## config.mk

```make
export PLATFORM = sky130hd
export DESIGN_NAME = motor_throttle_sequencer
export DESIGN_NICKNAME = d
export VERILOG_FILES = /design/src/rtl/drone_pwm_pkg.sv /design/src/rtl/frame_timer.sv /design/src/rtl/motor_throttle_sequencer.sv
export SDC_FILE = /design/constraint.sdc
export NUM_CORES = 1
export LEC_CHECK = 0
export ABC_AREA = 1
export ABC_CLOCK_PERIOD_IN_PS = 6420
export CAP_MARGIN = 20
export CORE_ASPECT_RATIO = 1.5
export CORE_MARGIN = 8
export CORE_UTILIZATION = 40
export DETAILED_ROUTE_END_ITERATION = 10
export PLACE_DENSITY = 0.6
export RECOVER_POWER = 50
export SETUP_SLACK_MARGIN = 0.2
export SLEW_MARGIN = 10
export SYNTH_ARGS = -nofsm -noshare
export SYNTH_HDL_FRONTEND = slang
export SYNTH_SLANG_ARGS = --single-unit
```

## constraint.sdc

```tcl
create_clock -name clk -period 6.42 [get_ports clk]
set_input_delay 0.642 -clock clk [delete_from_list [all_inputs] [get_ports clk]]
set_output_delay 0.642 -clock clk [all_outputs]
set_load 0.05 [all_outputs]
```

## src/rtl/drone_pwm_pkg.sv

```systemverilog
// Shared types, timing defaults and pulse-width helpers for the ESC sequencer
// and the per-channel PWM generators.
package drone_pwm_pkg;

  localparam int unsigned PW_W   = 17;
  localparam int unsigned NUM_CH = 4;

  localparam int unsigned FRAME_CYCLES   = 106_400;
  localparam int unsigned MIN_PW         = 53_200;
  localparam int unsigned MAX_PW         = 103_200;
  localparam int unsigned ARM_FRAMES     = 100;
  localparam int unsigned SLEW_STEP      = 532;
  localparam int unsigned TIMEOUT_FRAMES = 50;

  typedef enum logic [1:0] {
    StDisarmed = 2'd0,
    StArming   = 2'd1,
    StArmed    = 2'd2,
    StFailsafe = 2'd3
  } state_e;

  typedef logic [PW_W-1:0] pw_t;

  function automatic pw_t clamp_pw(input pw_t pw, input pw_t lo, input pw_t hi);
    pw_t r;
    if (pw < lo) r = lo;
    else if (pw > hi) r = hi;
    else r = pw;
    return r;
  endfunction

  // Distance is compared before subtracting so the unsigned step never wraps.
  function automatic pw_t slew_toward(input pw_t cur, input pw_t tgt, input pw_t step);
    pw_t r;
    if (tgt >= cur) r = (tgt - cur <= step) ? tgt : cur + step;
    else r = (cur - tgt <= step) ? tgt : cur - step;
    return r;
  endfunction

endpackage

```

## src/rtl/frame_timer.sv

```systemverilog
// Free-running PWM frame counter; wrap marks the boundary edge and frame_start
// is the registered strobe that follows it.
module frame_timer #(
  parameter int unsigned FRAME_CYCLES = drone_pwm_pkg::FRAME_CYCLES
) (
  input  logic clk,
  input  logic rst,
  output logic wrap,
  output logic frame_start
);

  localparam int unsigned CntW = $clog2(FRAME_CYCLES);

  logic [CntW-1:0] cnt_q, cnt_d;
  logic            frame_start_q;

  assign wrap = (cnt_q == CntW'(FRAME_CYCLES - 1));

  always_comb begin
    cnt_d = wrap ? '0 : cnt_q + 1'b1;
  end

  always_ff @(posedge clk) begin
    if (rst) begin
      cnt_q         <= '0;
      frame_start_q <= 1'b0;
    end else begin
      cnt_q         <= cnt_d;
      frame_start_q <= wrap;
    end
  end

  assign frame_start = frame_start_q;

endmodule

```

## src/rtl/motor_throttle_sequencer.sv

```systemverilog
// ESC arming, per-channel throttle targets, slew limiting and command-loss
// failsafe for the four quadcopter motor channels.
module motor_throttle_sequencer
  import drone_pwm_pkg::*;
#(
  parameter int unsigned FrameCycles   = FRAME_CYCLES,
  parameter int unsigned MinPw         = MIN_PW,
  parameter int unsigned MaxPw         = MAX_PW,
  parameter int unsigned ArmFrames     = ARM_FRAMES,
  parameter int unsigned SlewStep      = SLEW_STEP,
  parameter int unsigned TimeoutFrames = TIMEOUT_FRAMES
) (
  input  logic                     clk,
  input  logic                     rst,
  input  logic                     arm_req,
  input  logic                     disarm_req,
  input  logic                     cmd_valid,
  input  logic [1:0]               cmd_ch,
  input  logic [PW_W-1:0]          cmd_pw,
  output logic                     cmd_ready,
  output logic                     frame_start,
  output logic [NUM_CH*PW_W-1:0]   pw_bus,
  output logic [1:0]               state,
  output logic                     failsafe
);

  localparam int unsigned ArmW = $clog2(ArmFrames + 1);
  localparam int unsigned ToW  = $clog2(TimeoutFrames + 1);
  localparam pw_t MinPwT = PW_W'(MinPw);
  localparam pw_t MaxPwT = PW_W'(MaxPw);
  localparam pw_t SlewT  = PW_W'(SlewStep);

  state_e          state_q, state_d;
  logic [ArmW-1:0] arm_cnt_q, arm_cnt_d;
  logic [ToW-1:0]  to_cnt_q, to_cnt_d;
  logic            cmd_ready_q, cmd_ready_d;
  logic            failsafe_q, failsafe_d;
  logic            wrap;
  logic            accept;
  logic            arm_done;
  logic            to_expire;

  frame_timer #(
    .FRAME_CYCLES(FrameCycles)
  ) u_frame_timer (
    .clk        (clk),
    .rst        (rst),
    .wrap       (wrap),
    .frame_start(frame_start)
  );

  assign accept    = cmd_valid && cmd_ready_q;
  assign arm_done  = (arm_cnt_q == ArmW'(ArmFrames - 1));
  assign to_expire = (to_cnt_q == ToW'(TimeoutFrames - 1));

  always_ff @(posedge clk) begin
    if (rst) begin
      state_q     <= StDisarmed;
      arm_cnt_q   <= '0;
      to_cnt_q    <= '0;
      cmd_ready_q <= 1'b0;
      failsafe_q  <= 1'b0;
    end else begin
      state_q     <= state_d;
      arm_cnt_q   <= arm_cnt_d;
      to_cnt_q    <= to_cnt_d;
      cmd_ready_q <= cmd_ready_d;
      failsafe_q  <= failsafe_d;
    end
  end

  always_comb begin
    state_d = state_q;
    if (disarm_req) begin
      state_d = StDisarmed;
    end else begin
      case (state_q)
        StDisarmed: if (arm_req) state_d = StArming;
        StArming:   if (wrap && arm_done) state_d = StArmed;
        // An accepted command on the expiring boundary keeps the link alive.
        StArmed:    if (wrap && !accept && to_expire) state_d = StFailsafe;
        StFailsafe: state_d = StFailsafe;
        default:    state_d = StDisarmed;
      endcase
    end
  end

  always_comb begin
    arm_cnt_d = '0;
    to_cnt_d  = '0;
    if (state_q == StArming && state_d == StArming) begin
      arm_cnt_d = wrap ? arm_cnt_q + 1'b1 : arm_cnt_q;
    end
    if (state_q == StArmed && state_d == StArmed && !accept) begin
      to_cnt_d = wrap ? to_cnt_q + 1'b1 : to_cnt_q;
    end
  end

  always_comb begin
    cmd_ready_d = (state_d == StArmed);
    failsafe_d  = (state_d == StFailsafe);
  end

  for (genvar ch = 0; ch < NUM_CH; ch++) begin : g_ch
    pw_t pw_q, pw_d;
    pw_t tgt_q, tgt_d;
    pw_t slew_tgt;

    always_comb begin
      tgt_d = tgt_q;
      if (state_d == StDisarmed || state_d == StFailsafe) begin
        tgt_d = MinPwT;
      end else if (accept && cmd_ch == 2'(ch)) begin
        tgt_d = clamp_pw(cmd_pw, MinPwT, MaxPwT);
      end
    end

    // The step uses tgt_q, so a command landing on a boundary waits one frame.
    always_comb begin
      slew_tgt = (state_d == StFailsafe) ? MinPwT : tgt_q;
      pw_d     = pw_q;
      case (state_d)
        StDisarmed: pw_d = '0;
        StArming:   if (wrap) pw_d = MinPwT;
        default:    if (wrap) pw_d = slew_toward(pw_q, slew_tgt, SlewT);
      endcase
    end

    always_ff @(posedge clk) begin
      if (rst) begin
        pw_q  <= '0;
        tgt_q <= MinPwT;
      end else begin
        pw_q  <= pw_d;
        tgt_q <= tgt_d;
      end
    end

    assign pw_bus[PW_W*ch +: PW_W] = pw_q;
  end

  assign cmd_ready = cmd_ready_q;
  assign failsafe  = failsafe_q;
  assign state     = state_q;

endmodule

```

* After elaboration in Yosys (flattened, before gate mapping)
Cells that the tools add are included.
** Word-level totals
- Bits in registers :: 171
- Input bits :: 24
- Output and inout port bits :: 73
- Word-level logic and storage cells :: 117
** Operators by class
- Add/subtract/negate cells :: 19
- $lt $le $gt $ge :: 14
- Eq/ne operators :: 13
- Muxes and demuxes :: 32
- Bitwise logic cells :: 2
- Reduce and logical (&&, ||, !) cells :: 22
** Operator list (count)
- $mux W17 :: 23
- $le A17 B10 Y1 const B :: 8
- $pmux W17 S2 :: 4
- $sub A17 B17 Y17 :: 8
- $add A17 B10 Y17 const B :: 4
- $ge A17 B17 Y1 :: 4
- $sub A17 B10 Y17 const B :: 4
- $add A17 B1 Y17 const B :: 1
- $eq A17 B17 Y1 const B :: 1
- $gt A17 B17 Y1 const B :: 1
- $lt A17 B16 Y1 const B :: 1
- $eq A2 B2 Y1 const B :: 6
- $logic_and A1 B1 Y1 :: 11
- $mux W2 :: 4
- $pmux W2 S4 :: 1
- $reduce_or A2 Y1 :: 4
- $add A7 B1 Y7 const B :: 1
- $eq A7 B7 Y1 const B :: 1
- $add A6 B1 Y6 const B :: 1
- $eq A2 B1 Y1 const B :: 3
- $eq A6 B6 Y1 const B :: 1
- $logic_not A2 Y1 :: 3
- $ne A2 B1 Y1 const B :: 1
- $not A1 Y1 :: 2
- other kinds (4) :: 4

* Logic depth before layout (Yosys ltp)
- Depth after elaboration :: 15
- Mapped depth :: 40
- Mapped depth without buffers :: 37

* By module
Synthesis repeated with hierarchy kept, for this count alone.
** Second synthesis, totals
- Cell total of the unflattened synthesis :: 3415
- Area total of the unflattened synthesis :: 19493.7 sq um
** By module, submodules not included
- motor_throttle_sequencer :: times used 1, cells an instance 3274, area each 18510.3 sq um, seq. area each 3062.9 sq um
- frame_timer :: times used 1, cells an instance 141, area each 983.4 sq um, seq. area each 360.3 sq um

* Worst setup path after synthesis
OpenSTA, ideal clock, no wires.
- Path kind :: reg-to-reg
- Start :: register u_frame_timer.cnt_q[0]
- End :: register g_ch[0].pw_q[0]
- Setup time :: 0.132 ns
- Arrival time :: 4.502 ns
- Required time :: 6.288 ns
- Path slack :: 1.786 ns
- Stages on the path, launching flop included :: 34
- Buffers on the path :: 4
- Period minus slack after synthesis :: 4.634 ns
- Cells stage by stage :: dfxtp_1 ha_1 nand2_1 inv_1 nand2_1 nor4_1 nand2_1 nor2_1 nand4_1 nand2_1 a31o_2 nor2_1 ha_1 buf_6 inv_4 buf_6 clkbuf_1 nand2_1 inv_1 ha_1 inv_1 o21bai_1 or2_2 a21oi_1 nand3_1 nand2_1 nand2_1 nor2_4 nand3_2 buf_2 nand3b_1 nand3_1 nand2_1 a21oi_1
** Between the ends
- Cells in the longest elaborated chain, start to end :: 14
- Elaborated cells between the ends (all ways) :: 25
- Those cells by class :: 2 x add/sub; 3 x order compare; 4 x eq/ne; 10 x mux; 6 x reduce/logical
** RTL lines
- start: declaration :: line frame_timer.sv:14 : logic [CntW-1:0] cnt_q, cnt_d;
- start signal: assignment :: line frame_timer.sv:28 : cnt_q <= cnt_d;
- $eq A17 B17 Y1 (*) :: line frame_timer.sv:17 : assign wrap = (cnt_q == CntW'(FRAME_CYCLES - 1));
- $logic_and A1 B1 Y1 (2 in a row) :: line motor_throttle_sequencer.sv:81 : StArmed: if (wrap && !accept && to_expire) state_d = StFailsafe;
- $mux W2 :: line motor_throttle_sequencer.sv:81
- $pmux W2 S4 (*) :: line motor_throttle_sequencer.sv:77 : case (state_q)
- $mux W2 (*) :: line motor_throttle_sequencer.sv:74 : if (disarm_req) begin
- named net state_d[0] :: line motor_throttle_sequencer.sv:33 : state_e state_q, state_d;
- $eq A2 B2 Y1 (*)
- named net failsafe_d :: line motor_throttle_sequencer.sv:37 : logic failsafe_q, failsafe_d;
- $mux W17 (*) :: line motor_throttle_sequencer.sv:120 : slew_tgt = (state_d == StFailsafe) ? MinPwT : tgt_q;
- $sub A17 B17 Y17, on equally long branches :: line drone_pwm_pkg.sv:36, drone_pwm_pkg.sv:35
- $le A17 B10 Y1, on equally long branches :: line drone_pwm_pkg.sv:36, drone_pwm_pkg.sv:35
- $mux W17, on equally long branches :: line drone_pwm_pkg.sv:36, drone_pwm_pkg.sv:35
- $mux W17 (*) :: line drone_pwm_pkg.sv:35 : if (tgt >= cur) r = (tgt - cur <= step) ? tgt : cur + step;
- $mux W17 (*) :: line motor_throttle_sequencer.sv:125 : default: if (wrap) pw_d = slew_toward(pw_q, slew_tgt, SlewT);
- $pmux W17 S2 (*) :: line motor_throttle_sequencer.sv:122 : case (state_d)
- end signal: assignment :: line motor_throttle_sequencer.sv:134 : pw_q <= pw_d;
- end: declaration :: line motor_throttle_sequencer.sv:105 : pw_t pw_q, pw_d;
Mark *: on every way through the listed nets, which the timed path passes. The rest lies on a longest branch. The select of a mux whose other input is x is not followed.
A chain may end at the register's enable or synchronous reset.

* Worst setup path after layout
- Start :: register u_frame_timer.cnt_q[0]
- End :: register g_ch[2].pw_q[2]
** Between the ends
- Cells in the longest elaborated chain, start to end :: 14
- Elaborated cells between the ends (all ways) :: 25
- Those cells by class :: 2 x add/sub; 3 x order compare; 4 x eq/ne; 10 x mux; 6 x reduce/logical
** RTL lines (line)
- $eq A17 B17 Y1 (*) :: frame_timer.sv:17
- $logic_and A1 B1 Y1 (2 in a row) :: motor_throttle_sequencer.sv:81
- $mux W2 :: motor_throttle_sequencer.sv:81
- $pmux W2 S4 (*) :: motor_throttle_sequencer.sv:77
- $mux W2 (*) :: motor_throttle_sequencer.sv:74
- named net state_d[0] :: motor_throttle_sequencer.sv:33
- $eq A2 B2 Y1 (*)
- named net failsafe_d :: motor_throttle_sequencer.sv:37
- $mux W17 (*) :: motor_throttle_sequencer.sv:120
- $sub A17 B17 Y17, on equally long branches :: drone_pwm_pkg.sv:36, drone_pwm_pkg.sv:35
- $le A17 B10 Y1, on equally long branches :: drone_pwm_pkg.sv:36, drone_pwm_pkg.sv:35
- $mux W17, on equally long branches :: drone_pwm_pkg.sv:36, drone_pwm_pkg.sv:35
- $mux W17 (*) :: drone_pwm_pkg.sv:35
- $mux W17 (*) :: motor_throttle_sequencer.sv:125
- $pmux W17 S2 (*) :: motor_throttle_sequencer.sv:122
- end signal: assignment :: motor_throttle_sequencer.sv:134
- end: declaration :: motor_throttle_sequencer.sv:105
Marked as above.

==> metrics.md <==
| Metric | Value |
|---|---|
| Worst stage delay on the critical path | 0.43 ns |
| Status | complete, but fails checks |
| Max-slew violations | 40 |
| Synth async-reset ratio | 0 |
| Row count | 98 |
| Critical path peak fanout | 22 |
| Final WS setup | 0.712 ns |
| Die area | 55100 µm² |
| Rel. slew slack | -0.0273 |
| Total GRT Usage | 0.256 |
| Yosys top cell area share | 0.202 |
| TritonCTS buffer count | 17 |
| Die W | 194 µm |
| Layout cells sized above 1 | 0.0428 |
| Largest net degree at the start of global routing | 40 |
| Fin crit share | 0.889 |
| Fin Setup TNS | 0 ns |
| Count leader, synth | nand2_1 |
| HPWL Detailed | 57.6 mm |
| Hold Crit Start | u_frame_timer.cnt_q[0] |
| #FFs+latches synth | 171 |
| Pwr per Cell Area | 158 nW/µm² |
| CTS tree | built |
| DRC viols | 0 |
| Clock transition at path regs | 0.07 ns |
| Worst-Skew Late Latency | 0.44 ns |
| Max Cap Viol | 1 |
| Synth Instances | 3350 |
| Detailed Routing Iterations Pass 1 | 6 |
| Dpl ws | 0.597 ns |
| Post-Syn Nets | 3503 |
| Cell taking the most area after synthesis | nand2_1 |
| Max Fclk | 175 MHz |
| Inst Count DP | 3975 |
| Clk root buf | clkbuf_16 |
| Reg-to-Reg Start | u_frame_timer.cnt_q[0] |
| Die Ht | 283 µm |
| Layout Nets | 3549 |
| Ys Warns | 0 |
| Top cells by area, synth | nand2_1 20%, dfxtp_1 18%, nand3_1 12%, inv_1 8.8%, ha_1 8.5% |
| Worst clock skew | 0.0104 ns |
| Cell mode on critical path | nand2_1 |
| Worst hold path type | reg2reg |
| CTS sink count | 171 |
| Initial DRC Count | 1673 |
| Synthesized area | 19100 µm² |
| Violated checks | capacitance limit, slew limit |
| Peak VDD IR | 170 µV |
| First-pass GRT wire length | 115 mm |
| Primary FF master, synth | dfxtp_1 |
| Post-route insts no fill | 4008 |
| # setup viols final | 0 |
| Sequential area share after synthesis | 0.180 |
| Worst Setup SP | u_frame_timer.cnt_q[0] |
| Critical Path RT | 6.78 ns |
| # diodes | 0 |
| GRT overflow | 0 |
| Core area | 47300 µm² |
| ANT nets after route | 0 |
| IO Pins | 97 |
| Via count of the first global-routing pass | 21.0k |
| Layout area overhead | 11.6% |
| Synth top cells by count | 1026 x nand2_1, 447 x inv_1, 442 x nand3_1 |
| Startpoint Class | flop |
| CP arrival | 6.07 ns |
| GPL Wtd Cong | 0.983 |
| Cell variety after synth | 51 |
| Final hold violations | 0 |
| Post-DR vias/cell | 5.47 |
| H-tree depth reported by CTS | 4 |
| RSZ-0062 raised after global routing | true |
| Post-Syn Area per Cell | 5.69 µm² |
| Final core utilization | 0.449 |
| Critical path's slowest cell | nor2_2 |
| Tmin final | 5.71 ns |
| Crit path kind | reg2reg |
| EDFF count, synth | 0 |
| LEAKAGE | 10.2 nW |
| Initial Utilization | 0.403 |
| Worst Tran Pin Value | 1.54 ns |
| Crit end category | flop |
| Initial antenna violation count | 1 |
| WL/cell | 18.2 µm |
| Clock Path Buffers | 2 |
| Total number of vias | 21.9k |
| Post-Route WL | 73.1 mm |
| I/O Buffers | 96 |
==> sequential cells by signal, indices dropped and copies added, names as in the netlist <==
register,count
g_ch.pw_q,68
g_ch.tgt_q,68
failsafe,1
u_frame_timer.frame_start,1
arm_cnt_q,7
cmd_ready,1
u_frame_timer.cnt_q,17
to_cnt_q,6
state,2
==> final timing paths <==
kind | slack (ns) | to | cells past startpoint
worst max register to register | 0.71 | g_ch[2].pw_q[2] | 28
worst min register to register | 0.45 | u_frame_timer.cnt_q[0] | 1
worst min-delay path | 0.45 | u_frame_timer.cnt_q[0] | 1
worst max-delay path | 0.71 | g_ch[2].pw_q[2] | 28
==> cell families after synthesis <==
| family | synth area share |
|---|---|
| compound gates | 0.121 |
| xor+xnor | 0.0551 |
| fa+ha+maj | 0.0847 |
| buf+inv | 0.119 |
| flops | 0.180 |
| simple gates | 0.441 |
==> layout by cell type (no fill, tap or decap), drive strengths merged, types with 3 or more instances in the layout <==
cell,instances
nand3,450
bufinv,6
inv,455
nand4,105
xnor2,13
nor2,277
o2111ai,3
clkbuf,21
or2,3
nand3b,10
a21boi,9
dfxtp,171
o21bai,8
xor2,107
nor3,42
buf,39
nand2,1031
ha,129
clkinv,13
clkdlybuf4s50,22
dlygate4sd3,73
o211ai,4
a21oi,244
o21ai,149
nor4,8
a21o,3
==> metrics by stage <==
step / hold slack [ns] / area (µm²) / power [mW]
finish: 0.445 / 21300 / 3.36
global route: 0.474 / 21300 / 3.53
CTS: 0.449 / 21200 / 3.37
detailed placement: 0.439 / 20600 / 2.17
global placement: 0.430 / 20600 / 2.17
floorplan: 0.418 / 19100 / 1.86
==> worst max-delay path, delay by kind of cell (launching register included) <==
kind	cells	cell delay [ns]
AO/OA/AOI/OAI	5	1.12
flip-flops	1	0.35
AND/OR/NAND/NOR	16	2.51
adder cells (fa/ha/maj)	3	0.75
buffers and inverters	4	0.86
==> final cells by class <==
cell class | count | area [µm²]
multi-input combinational | 2608 | 13400
clock buffer | 19 | 453
tap | 600 | 751
timing repair buffer | 136 | 1250
sequential | 171 | 3420
clock inverter | 12 | 218
fill | 5216 | 26100
inverter | 462 | 1740
==> report_power, final <==
part	internal [mW]	leakage, nW	switching [mW]	total (mW)
registers	1.09	1.39	0.0656	1.15
clock network	0.748	0.333	0.456	1.20
logic	0.317	8.49	0.692	1.01
==> layer usage <==
metal  share of wire  vias to the layer above  wire, µm  track usage
li1                -                    10900         -            -
met3           0.043                      179      3160       0.0249
met4           0.047                        2      3440        0.122
met2            0.49                      699     35600        0.452
met5         0.00012                        -         9            0
met1            0.42                    10100     30900        0.307
==> timing repair <==
action,in CTS,in global routing
resized for setup,0,3
buffers inserted,0,2
hold buffers,0,0
setup endpoints to repair,0,32
Power figures use the tool's default switching activity.
